**src/rtl/wavepool_issue_slots.sv**
```systemverilog
// ---------------------------------------------------------------------------
// wavepool_issue_slots
//
// Per-wavefront instruction buffer sitting between fetch and decode. Each of
// NUM_WF slots holds one pending instruction (pc, instr) plus the wavefront's
// VGPR/SGPR/LDS bases. A round-robin picker issues at most one pending
// instruction per cycle into a registered output stage.
//
// Ports
//   clk_i, rst_i               clock, asynchronous active-high reset
//   fetch_*_i                  instruction write into slot fetch_wfid_i
//   dispatch_*_i               base-register write into slot dispatch_wfid_i
//   halt_valid_i, halt_wfid_i  drop the pending instruction of one slot
//   decode_stall_i             decode cannot accept an instruction this cycle
//   wave_*_o                   registered issue toward decode
//   slot_full_o                per-slot pending flags
//   overflow_err_o             sticky: write to a busy slot or an illegal wfid
//
// NUM_WF must be in 1..64 (wfids are 6 bits wide).
// ---------------------------------------------------------------------------
module wavepool_issue_slots #(
    parameter int NUM_WF = 8
) (
    input  logic              clk_i,
    input  logic              rst_i,
    input  logic              fetch_valid_i,
    input  logic [5:0]        fetch_wfid_i,
    input  logic [31:0]       fetch_pc_i,
    input  logic [31:0]       fetch_instr_i,
    input  logic              dispatch_valid_i,
    input  logic [5:0]        dispatch_wfid_i,
    input  logic [9:0]        dispatch_vgpr_base_i,
    input  logic [8:0]        dispatch_sgpr_base_i,
    input  logic [15:0]       dispatch_lds_base_i,
    input  logic              halt_valid_i,
    input  logic [5:0]        halt_wfid_i,
    input  logic              decode_stall_i,
    output logic              wave_instr_valid_o,
    output logic [31:0]       wave_instr_pc_o,
    output logic [31:0]       wave_instr_o,
    output logic [5:0]        wave_wfid_o,
    output logic [9:0]        wave_vgpr_base_o,
    output logic [8:0]        wave_sgpr_base_o,
    output logic [15:0]       wave_lds_base_o,
    output logic [NUM_WF-1:0] slot_full_o,
    output logic              overflow_err_o
);

    // Slot storage
    logic [NUM_WF-1:0] full_q, full_d;
    logic [31:0]       pc_q    [NUM_WF];
    logic [31:0]       instr_q [NUM_WF];
    logic [9:0]        vgpr_q  [NUM_WF];
    logic [8:0]        sgpr_q  [NUM_WF];
    logic [15:0]       lds_q   [NUM_WF];
    logic [5:0]        rr_ptr_q, rr_ptr_d;
    logic              ovf_q, ovf_d;

    // Output stage
    logic              wave_valid_q;
    logic [31:0]       wave_pc_q, wave_instr_q;
    logic [5:0]        wave_wfid_q;
    logic [9:0]        wave_vgpr_q;
    logic [8:0]        wave_sgpr_q;
    logic [15:0]       wave_lds_q;

    // Per-slot decode of the three write ports. An out-of-range wfid matches
    // no slot, which is how illegal writes are detected below.
    logic [NUM_WF-1:0] fetch_hit, disp_hit, halt_hit, elig, sel_oh;

    always_comb begin
        fetch_hit = '0;
        disp_hit  = '0;
        halt_hit  = '0;
        for (int i = 0; i < NUM_WF; i++) begin
            fetch_hit[i] = fetch_valid_i    && (fetch_wfid_i    == 6'(i));
            disp_hit[i]  = dispatch_valid_i && (dispatch_wfid_i == 6'(i));
            halt_hit[i]  = halt_valid_i     && (halt_wfid_i     == 6'(i));
        end
    end

    // A slot being halted this cycle may not issue.
    assign elig = full_q & ~halt_hit;

    // Round-robin pick: rotate the eligible vector so rr_ptr lands at bit 0,
    // take the lowest set bit, then rotate the offset back.
    logic [2*NUM_WF-1:0] elig2;
    logic [NUM_WF-1:0]   elig_rot;
    logic                sel_found;
    logic [6:0]          sel_off, sel_sum, sel_wrap, rr_nxt;
    logic [5:0]          sel_idx;
    logic                issue;

    always_comb begin
        elig2     = {elig, elig};
        elig_rot  = NUM_WF'(elig2 >> rr_ptr_q);
        sel_found = 1'b0;
        sel_off   = '0;
        for (int k = NUM_WF - 1; k >= 0; k--) begin
            if (elig_rot[k]) begin
                sel_found = 1'b1;
                sel_off   = 7'(k);
            end
        end
        sel_sum  = {1'b0, rr_ptr_q} + sel_off;
        sel_wrap = (sel_sum >= 7'(NUM_WF)) ? sel_sum - 7'(NUM_WF) : sel_sum;
        sel_idx  = 6'(sel_wrap);
        issue    = sel_found && !decode_stall_i;
        rr_nxt   = {1'b0, sel_idx} + 7'd1;
        rr_ptr_d = issue ? ((rr_nxt == 7'(NUM_WF)) ? 6'd0 : 6'(rr_nxt)) : rr_ptr_q;
    end

    // Data of the selected slot
    logic [31:0] sel_pc, sel_instr;
    logic [9:0]  sel_vgpr;
    logic [8:0]  sel_sgpr;
    logic [15:0] sel_lds;

    always_comb begin
        sel_oh    = '0;
        sel_pc    = '0;
        sel_instr = '0;
        sel_vgpr  = '0;
        sel_sgpr  = '0;
        sel_lds   = '0;
        for (int i = 0; i < NUM_WF; i++) begin
            if (sel_idx == 6'(i)) begin
                sel_oh[i] = issue;
                sel_pc    = pc_q[i];
                sel_instr = instr_q[i];
                sel_vgpr  = vgpr_q[i];
                sel_sgpr  = sgpr_q[i];
                sel_lds   = lds_q[i];
            end
        end
    end

    // Fetch acceptance. A full slot is only writable when it issues in the
    // same cycle (the output takes the old data). A halt to the same slot
    // silently wins over the fetch.
    logic fetch_oor, disp_oor, f_halted, f_busy, fetch_acc;

    always_comb begin
        fetch_oor = fetch_valid_i    && !(|fetch_hit);
        disp_oor  = dispatch_valid_i && !(|disp_hit);
        f_halted  = |(fetch_hit & halt_hit);
        f_busy    = |(fetch_hit & full_q & ~sel_oh);
        fetch_acc = (|fetch_hit) && !f_halted && !f_busy;
        ovf_d     = ovf_q | fetch_oor | disp_oor | (!f_halted && f_busy);
        full_d    = (full_q & ~sel_oh & ~halt_hit) | (fetch_acc ? fetch_hit : '0);
    end

    always_ff @(posedge clk_i or posedge rst_i) begin
        if (rst_i) begin
            full_q       <= '0;
            rr_ptr_q     <= '0;
            ovf_q        <= 1'b0;
            wave_valid_q <= 1'b0;
            wave_pc_q    <= '0;
            wave_instr_q <= '0;
            wave_wfid_q  <= '0;
            wave_vgpr_q  <= '0;
            wave_sgpr_q  <= '0;
            wave_lds_q   <= '0;
            for (int i = 0; i < NUM_WF; i++) begin
                pc_q[i]    <= '0;
                instr_q[i] <= '0;
                vgpr_q[i]  <= '0;
                sgpr_q[i]  <= '0;
                lds_q[i]   <= '0;
            end
        end else begin
            full_q       <= full_d;
            rr_ptr_q     <= rr_ptr_d;
            ovf_q        <= ovf_d;
            wave_valid_q <= issue;
            // Data outputs hold while nothing issues.
            if (issue) begin
                wave_pc_q    <= sel_pc;
                wave_instr_q <= sel_instr;
                wave_wfid_q  <= sel_idx;
                wave_vgpr_q  <= sel_vgpr;
                wave_sgpr_q  <= sel_sgpr;
                wave_lds_q   <= sel_lds;
            end
            for (int i = 0; i < NUM_WF; i++) begin
                if (fetch_acc && fetch_hit[i]) begin
                    pc_q[i]    <= fetch_pc_i;
                    instr_q[i] <= fetch_instr_i;
                end
                if (disp_hit[i]) begin
                    vgpr_q[i] <= dispatch_vgpr_base_i;
                    sgpr_q[i] <= dispatch_sgpr_base_i;
                    lds_q[i]  <= dispatch_lds_base_i;
                end
            end
        end
    end

    assign wave_instr_valid_o = wave_valid_q;
    assign wave_instr_pc_o    = wave_pc_q;
    assign wave_instr_o       = wave_instr_q;
    assign wave_wfid_o        = wave_wfid_q;
    assign wave_vgpr_base_o   = wave_vgpr_q;
    assign wave_sgpr_base_o   = wave_sgpr_q;
    assign wave_lds_base_o    = wave_lds_q;
    assign slot_full_o        = full_q;
    assign overflow_err_o     = ovf_q;

endmodule
```
**config.mk**
```make
export PLATFORM = sky130hd
export DESIGN_NAME = wavepool_issue_slots
export DESIGN_NICKNAME = d
export VERILOG_FILES = /design/src/rtl/wavepool_issue_slots.sv
export SDC_FILE = /design/constraint.sdc
export NUM_CORES = 2
export LEC_CHECK = 0
export CAP_MARGIN = 20
export CORE_UTILIZATION = 40
export CTS_CLUSTER_DIAMETER = 50
export DETAILED_ROUTE_END_ITERATION = 6
export GPL_TIMING_DRIVEN = 0
export PLACE_DENSITY_LB_ADDON = 0.08
export SKIP_LAST_GASP = 1
export SLEW_MARGIN = 20
export SYNTH_ARGS = -nofsm -noshare
export SYNTH_HDL_FRONTEND = slang
export SYNTH_SLANG_ARGS = --single-unit
```
**constraint.sdc**
```tcl
create_clock -name clk_i -period 90.1 [get_ports clk_i]
set_input_delay 9.01 -clock clk_i [delete_from_list [all_inputs] [get_ports clk_i]]
set_output_delay 9.01 -clock clk_i [all_outputs]
set_load 0.1 [all_outputs]
```
Yosys cells after proc, flatten, opt, wreduce, memory -nomap -nowiden
Cells that the tools add are included.

$add $sub $neg: 3. Magnitude comparators: 1. Eq/ne operators: 29. Shifts and indexed selects: 1. Muxes and demuxes: 67. Bitwise gates (word level): 12. Reductions and logical operators: 51.

Operator list (count): $mux 32 (16); $mux 16 (8); $eq 6x3->1 const B (16); $mux 10 (8); $mux 9 (8); $mux 7 (7); $and 8x8->8 (6); $eq 6x2->1 const B (8); $logic_and 1x1->1 (38); $reduce_or 8->1 (4); $eq 6x1->1 const B (4); $logic_not 6->1 (4); $mux 1 (16); $not 8->8 (2); $shr 16x6->8 (1); $mux 6 (2); $mux 8 (1); $or 8x8->8 (1); $add 6x1->7 const B (1); $add 6x7->7 (1); $eq 7x4->1 const B (1); $ge 7x4->1 const B (1); $sub 6x4->6 const B (1); $logic_not 1->1 (5); 2 further kinds (4).

Register bits: 913. Output and inout port bits: 115. Word-level logic and storage cells: 214.

Longest topological paths before layout
Word-level depth: 25. Mapped depth: 31.

Worst setup path after synthesis
OpenSTA, ideal clock, no wires.

Path kind: in2reg. Start: in halt_wfid_i[5]. End: reg pc_q[50] (netlist name). Setup time: 125 ps. Arrival: 14936 ps. Required time: 89975 ps. Path slack: 75039 ps. Cell stages on the path: 29. Path buffers: 4. Cells stage by stage: or4b_1 buf_2 buf_2 o211ai_1 a21oi_1 or2_2 nand3_1 nand2_1 a221oi_1 o22a_1 o22a_1 ha_1 inv_1 fa_1 nor2b_1 or2_2 nand2_1 xnor2_1 ha_1 xnor2_1 xnor2_1 o311a_1 clkbuf_1 nor3_1 nor2_1 o2bb2ai_1 and3b_1 clkbuf_1 mux2_2.

Word-level cells in the longest chain between the ends: 24. Elaborated cells on any way between the ends: 66. Classes of those cells: add/sub: 2; order compare: 1; eq/ne: 14; shift: 1; mux: 25; bitwise: 5; reduce/logical: 18.

RTL lines: start, declared (line 36) `input logic [5:0] halt_wfid_i,`; $eq 6x1->1 (tied with other cells) (line 78) `halt_hit[i] = halt_valid_i && (halt_wfid_i == 6'(i));`; $logic_and 1x1->1 (line 78); $not 8->8 (line 83) `assign elig = full_q & ~halt_hit;`; $and 8x8->8 (line 83); $shr 16x6->8 (line 96) `elig_rot = NUM_WF'(elig2 >> rr_ptr_q);`; $mux 3 (line 100) `if (elig_rot[k]) begin`; $mux 7 (7 in a row) (line 100); $add 6x7->7 (line 105) `sel_sum = {1'b0, rr_ptr_q} + sel_off;`; [2 not listed]; $eq 6x1->1 (tied with other cells) (line 127) `if (sel_idx == 6'(i)) begin`; $mux 1 (line 127); $not 8->8 (line 147) `f_busy = |(fetch_hit & full_q & ~sel_oh);`; $and 8x8->8 (line 147); $reduce_or 8->1 (line 147); $logic_not 1->1 (line 148) `fetch_acc = (|fetch_hit) && !f_halted && !f_busy;`; $logic_and 1x1->1 * (line 148); $logic_and 1x1->1 * (line 187) `if (fetch_acc && fetch_hit[i]) begin`; end signal, assigned by index (line 188) `pc_q[i] <= fetch_pc_i;`; end, declared (line 51) `logic [31:0] pc_q [NUM_WF];`.

Mark *: on every way between the ends. The rest lies on a longest branch, timed or not. A chain may end at the register's enable or synchronous reset.

Worst setup path in the final report
Start: in halt_wfid_i[5]. End: reg wave_vgpr_q[9], in the netlist wave_vgpr_base_o[9].

Word-level cells in the longest chain between the ends: 25. Elaborated cells on any way between the ends: 56. Classes of those cells: add/sub: 2; order compare: 1; eq/ne: 14; shift: 1; mux: 25; bitwise: 2; reduce/logical: 11.

RTL lines: $eq 6x1->1 (tied with other cells) (line 78); $logic_and 1x1->1 (line 78); $not 8->8 * (line 83); $and 8x8->8 * (line 83); $shr 16x6->8 * (line 96); $mux 3 (line 100); $mux 7 (7 in a row) (line 100); $add 6x7->7 (line 105); $sub 6x4->6 or $ge 7x4->1 (tied branches) (line 106) `sel_wrap = (sel_sum >= 7'(NUM_WF)) ? sel_sum - 7'(NUM_WF) : sel_sum;`; $mux 6 (line 106); $logic_not 6->1 (line 127); $mux 10 (8 in a row) (line 127); end signal, assigned (line 182) `wave_vgpr_q <= sel_vgpr;`; end, declared (line 63) `logic [9:0] wave_vgpr_q;`.

Marked as above.

==> Flow_metrics.wiki <==
{| class="wikitable"
! Metric !! Value
|-
| Clock tree skew after final layout || 32.8 ps
|-
| Die Span X || 323 microns
|-
| Post-route insts no fill || 5219
|-
| Most frequent cells after synthesis || sky130_fd_sc_hd__dfrtp_1 (913), sky130_fd_sc_hd__mux2_2 (743), sky130_fd_sc_hd__nor2_1 (239)
|-
| Max H-tree Level || 3
|-
| Number of buffers on the longest clock path || 3
|-
| Ratio of cells with drive above 1 in the final layout || 28.0%
|-
| Power density cells || about 22 mW/mm^2
|-
| Type of origin of the critical path || input pin
|-
| Distinct cell type count of the synthesized netlist || 65
|-
| Net count of the mapped netlist || between 3000 and 4000
|-
| Class of the tightest hold or removal check || reg2reg
|-
| Setup crit start || halt_wfid_i[5]
|-
| Largest driver fanout on the critical path || 10
|-
| Nets || between 3000 and 4000
|-
| CTS buffer count || between 100 and 150
|-
| Synth Register Bits || 913
|-
| Slew of the pin with the lowest slew margin || 1180 ps
|-
| Data required time of the worst path || 90720 ps
|-
| Static leakage power || between 20 and 25 nW
|-
| Largest net degree at the start of global routing || between 90 and 100
|-
| Number of core rows || about 120
|-
| Unrepaired setup endpoints after global routing || no
|-
| Worst reg2reg startpoint || rr_ptr_q[5]$_DFFE_PP0P_
|-
| Post-CTS setup buffers || 0
|-
| Number of buffer and inverter stages on the critical path || 6
|-
| Ratio of routed vias to standard cells || between 5 and 6
|-
| Total number of yosys warnings || 0
|-
| Area share of the largest cell type after synthesis || between 50% and 60%
|-
| Worst hold path startpoint || wave_instr_o[21]$_DFFE_PP0P_
|-
| Kind of critical path || in2reg
|-
| Setup-failing EPs final || 0
|-
| Pre-CTS worst setup slack || 72410 ps
|-
| Area of the die || 0.104 sq mm
|-
| Number of routed nets with antenna violations || 0
|-
| Routed length per instance || 25.0 microns
|-
| Total non-filler cell area in the finished layout || ~0.05 sq mm
|-
| Post-synth design cell area || 0.0411 sq mm
|-
| First-pass GRT wire length || 195000 microns
|-
| Worst vdd rail ir drop || 0.0152 mV
|-
| Weighted congestion at the end of routability-driven global placement || between 0.8 and 0.9
|-
| Slew Limit Headroom || 20.3%
|-
| Post-placement cell count || between 4000 and 5000
|-
| Cell with the largest stage delay on the worst path || sky130_fd_sc_hd__clkbuf_1
|-
| Cell with the most instances after synthesis || sky130_fd_sc_hd__dfrtp_1
|-
| Sinks on Clock Net || 913
|-
| Design Power || around 1.1 mW
|-
| Routed vias || 29500
|-
| Starting Density || 40.3%
|-
| Clock tree from TritonCTS || built
|-
| Die H || between 300 and 400 microns
|-
| Number of violations of the max-capacitance limit || 0
|-
| Worst-case reg-to-reg path depth || 29
|-
| Instance count of the mapped netlist || between 3000 and 4000
|-
| Number of pins exceeding their max-slew limit in the final report || 0
|-
| Clock slew at the register clock pins of the worst setup and hold paths || about 60 ps
|-
| Setup slack after layout || around 73000 ps
|-
| Latest clock arrival within the worst-skew pair || about 710 ps
|-
| DRC || 0
|-
| Worst hold stages || 2
|-
| Core Box Area || slightly above 0.1 sq mm
|-
| Count of hold-fix buffers inserted at cts || 0
|-
| Filler cell count || ~9300
|-
| Number of global-route vias before repair || slightly below 30000
|-
| Setup tns final || 0 ps
|-
| Top cell type by total area after synthesis || sky130_fd_sc_hd__dfrtp_1
|-
| Sequential fraction of the synthesis area || around 56%
|-
| Final Routed Wirelength || roughly 130000 microns
|-
| Num ports || approximately 240
|-
| Final period util || between 10% and 20%
|-
| Leading post-synthesis cells by cell area || sky130_fd_sc_hd__dfrtp_1 (56%), sky130_fd_sc_hd__mux2_2 (20%), sky130_fd_sc_hd__a21oi_1 (2.5%)
|-
| Most used flip-flop cell after synthesis || sky130_fd_sc_hd__dfrtp_1
|-
| Gate family responsible for the most delay along the worst path || simple AND/OR/NAND/NOR gates
|-
| Shortest clock period the worst path allows after layout || between 15000 and 20000 ps
|-
| GRT Overall Usage || between 20% and 30%
|-
| Number of detailed-route iterations in the first pass || 5
|-
| WP data arrival || about 18000 ps
|-
| Crit path capture type || register
|-
| Number of hold-slack violations in the final timing report || 0
|-
| Post-Synthesis Mean Instance Area || 12.2 sq um
|-
| Post-synth ARST share || 100%
|-
| Number of synthesized flops with an enable pin || 0
|-
| Cell area reported after detailed placement || between 0.04 and 0.05 sq mm
|-
| Number of cells on the critical path || 30
|-
| Layout overhead on the synthesized area || 21.2%
|-
| Estimated wirelength of the detail-placed design || roughly 90000 microns
|-
| Highest clock frequency the design can meet || between 0.05 and 0.06 GHz
|-
| Total congestion overflow after global routing || 0
|-
| Crit path largest cell delay || ~860 ps
|-
| Number of input and output port buffers inserted || between 200 and 250
|-
| Number of cells upsized or downsized after cts || 0
|-
| Outcome || completed
|-
| Antenna violations before repair || 12
|-
| CTS Root Buffer Type || sky130_fd_sc_hd__clkbuf_16
|-
| First DRT Iteration DRCs || about 2100
|}
==> stage by stage <==
step,hold slack [ps],util [%]
floorplan,458,-
global placement,465,44.3
detailed placement,473,44.8
CTS,486,48.9
global route,500,48.9
finish,474,48.9
==> where the power goes <==
group          internal (mW)  total [mW]  switching [mW]
logic                 0.0502       0.106          0.0561
registers              0.460       0.485          0.0252
clock network          0.308       0.497           0.189
==> placed cells by master (no fill, tap or decap), drive strengths merged, types with 104 or more instances in the layout <==
cell             n
a22oi          104
clkdlybuf4s50  227
clkbuf         345
dfrtp          913
a21oi          207
mux2           792
buf            114
o21ai          201
nor2           239
nand2          173
==> layer usage <==
metal | wire length, microns | track usage [%] | part of all wire (%)
met1 | 59500 | 35.2 | 45
met3 | 7130 | 4.64 | 5.5
met4 | 3630 | 7.58 | 2.8
met2 | 60500 | 39.9 | 46
met5 | 37 | 0 | 0.028
==> sequential cells by signal, indices dropped and copies added (netlist names), 6 cells and up <==
name / flops
sgpr_q: 72
wave_sgpr_base_o: 9
lds_q: 128
wave_wfid_o: 6
wave_instr_pc_o: 32
vgpr_q: 80
wave_vgpr_base_o: 10
rr_ptr_q: 6
wave_lds_base_o: 16
pc_q: 256
wave_instr_o: 32
instr_q: 256
slot_full_o: 8
==> final cells by class <==
type	instances	area [sq um]	share of cell area [%]
antenna	4	10.0	0.0201
clock buffer	167	3490	7.01
inverter	18	75.1	0.151
sequential	913	22800	45.9
tap	1368	1710	3.44
multi-input combinational	2175	17000	34.1
timing repair buffer	250	2730	5.47
buffer	269	1270	2.55
clock inverter	55	718	1.44
==> kinds of logic after synthesis <==
logic type	Yosys count	share of synthesized area (%)
simple gates	590	6.39
fa+ha+maj	9	0.292
buf+inv	287	3.24
flops	913	55.6
mux	795	21.8
compound gates	769	12.5
xor+xnor	12	0.256
==> worst register-to-register path: cells and delay by family (launching register included) <==
kind	cells	cell delay [ps]
simple gates	11	2630
buf+inv	6	2460
compound gates	8	1680
fa+ha+maj	3	950
flops	1	360
xor+xnor	1	180
==> worst paths after layout <==
path	end	slack, ps
worst min register to register	wave_instr_o[21]$_DFFE_PP0P_	470
worst max-delay path	wave_vgpr_base_o[9]$_DFFE_PP0P_	72940
worst min-delay path	wave_instr_o[21]$_DFFE_PP0P_	470
min in group asynchronous	instr_q[211]$_DFFE_PP0P_	8710
worst max register to register	wave_vgpr_base_o[9]$_DFFE_PP0P_	81730
max in group asynchronous	lds_q[13]$_DFFE_PP0P_	79550
(Power assumes the default switching activity.)
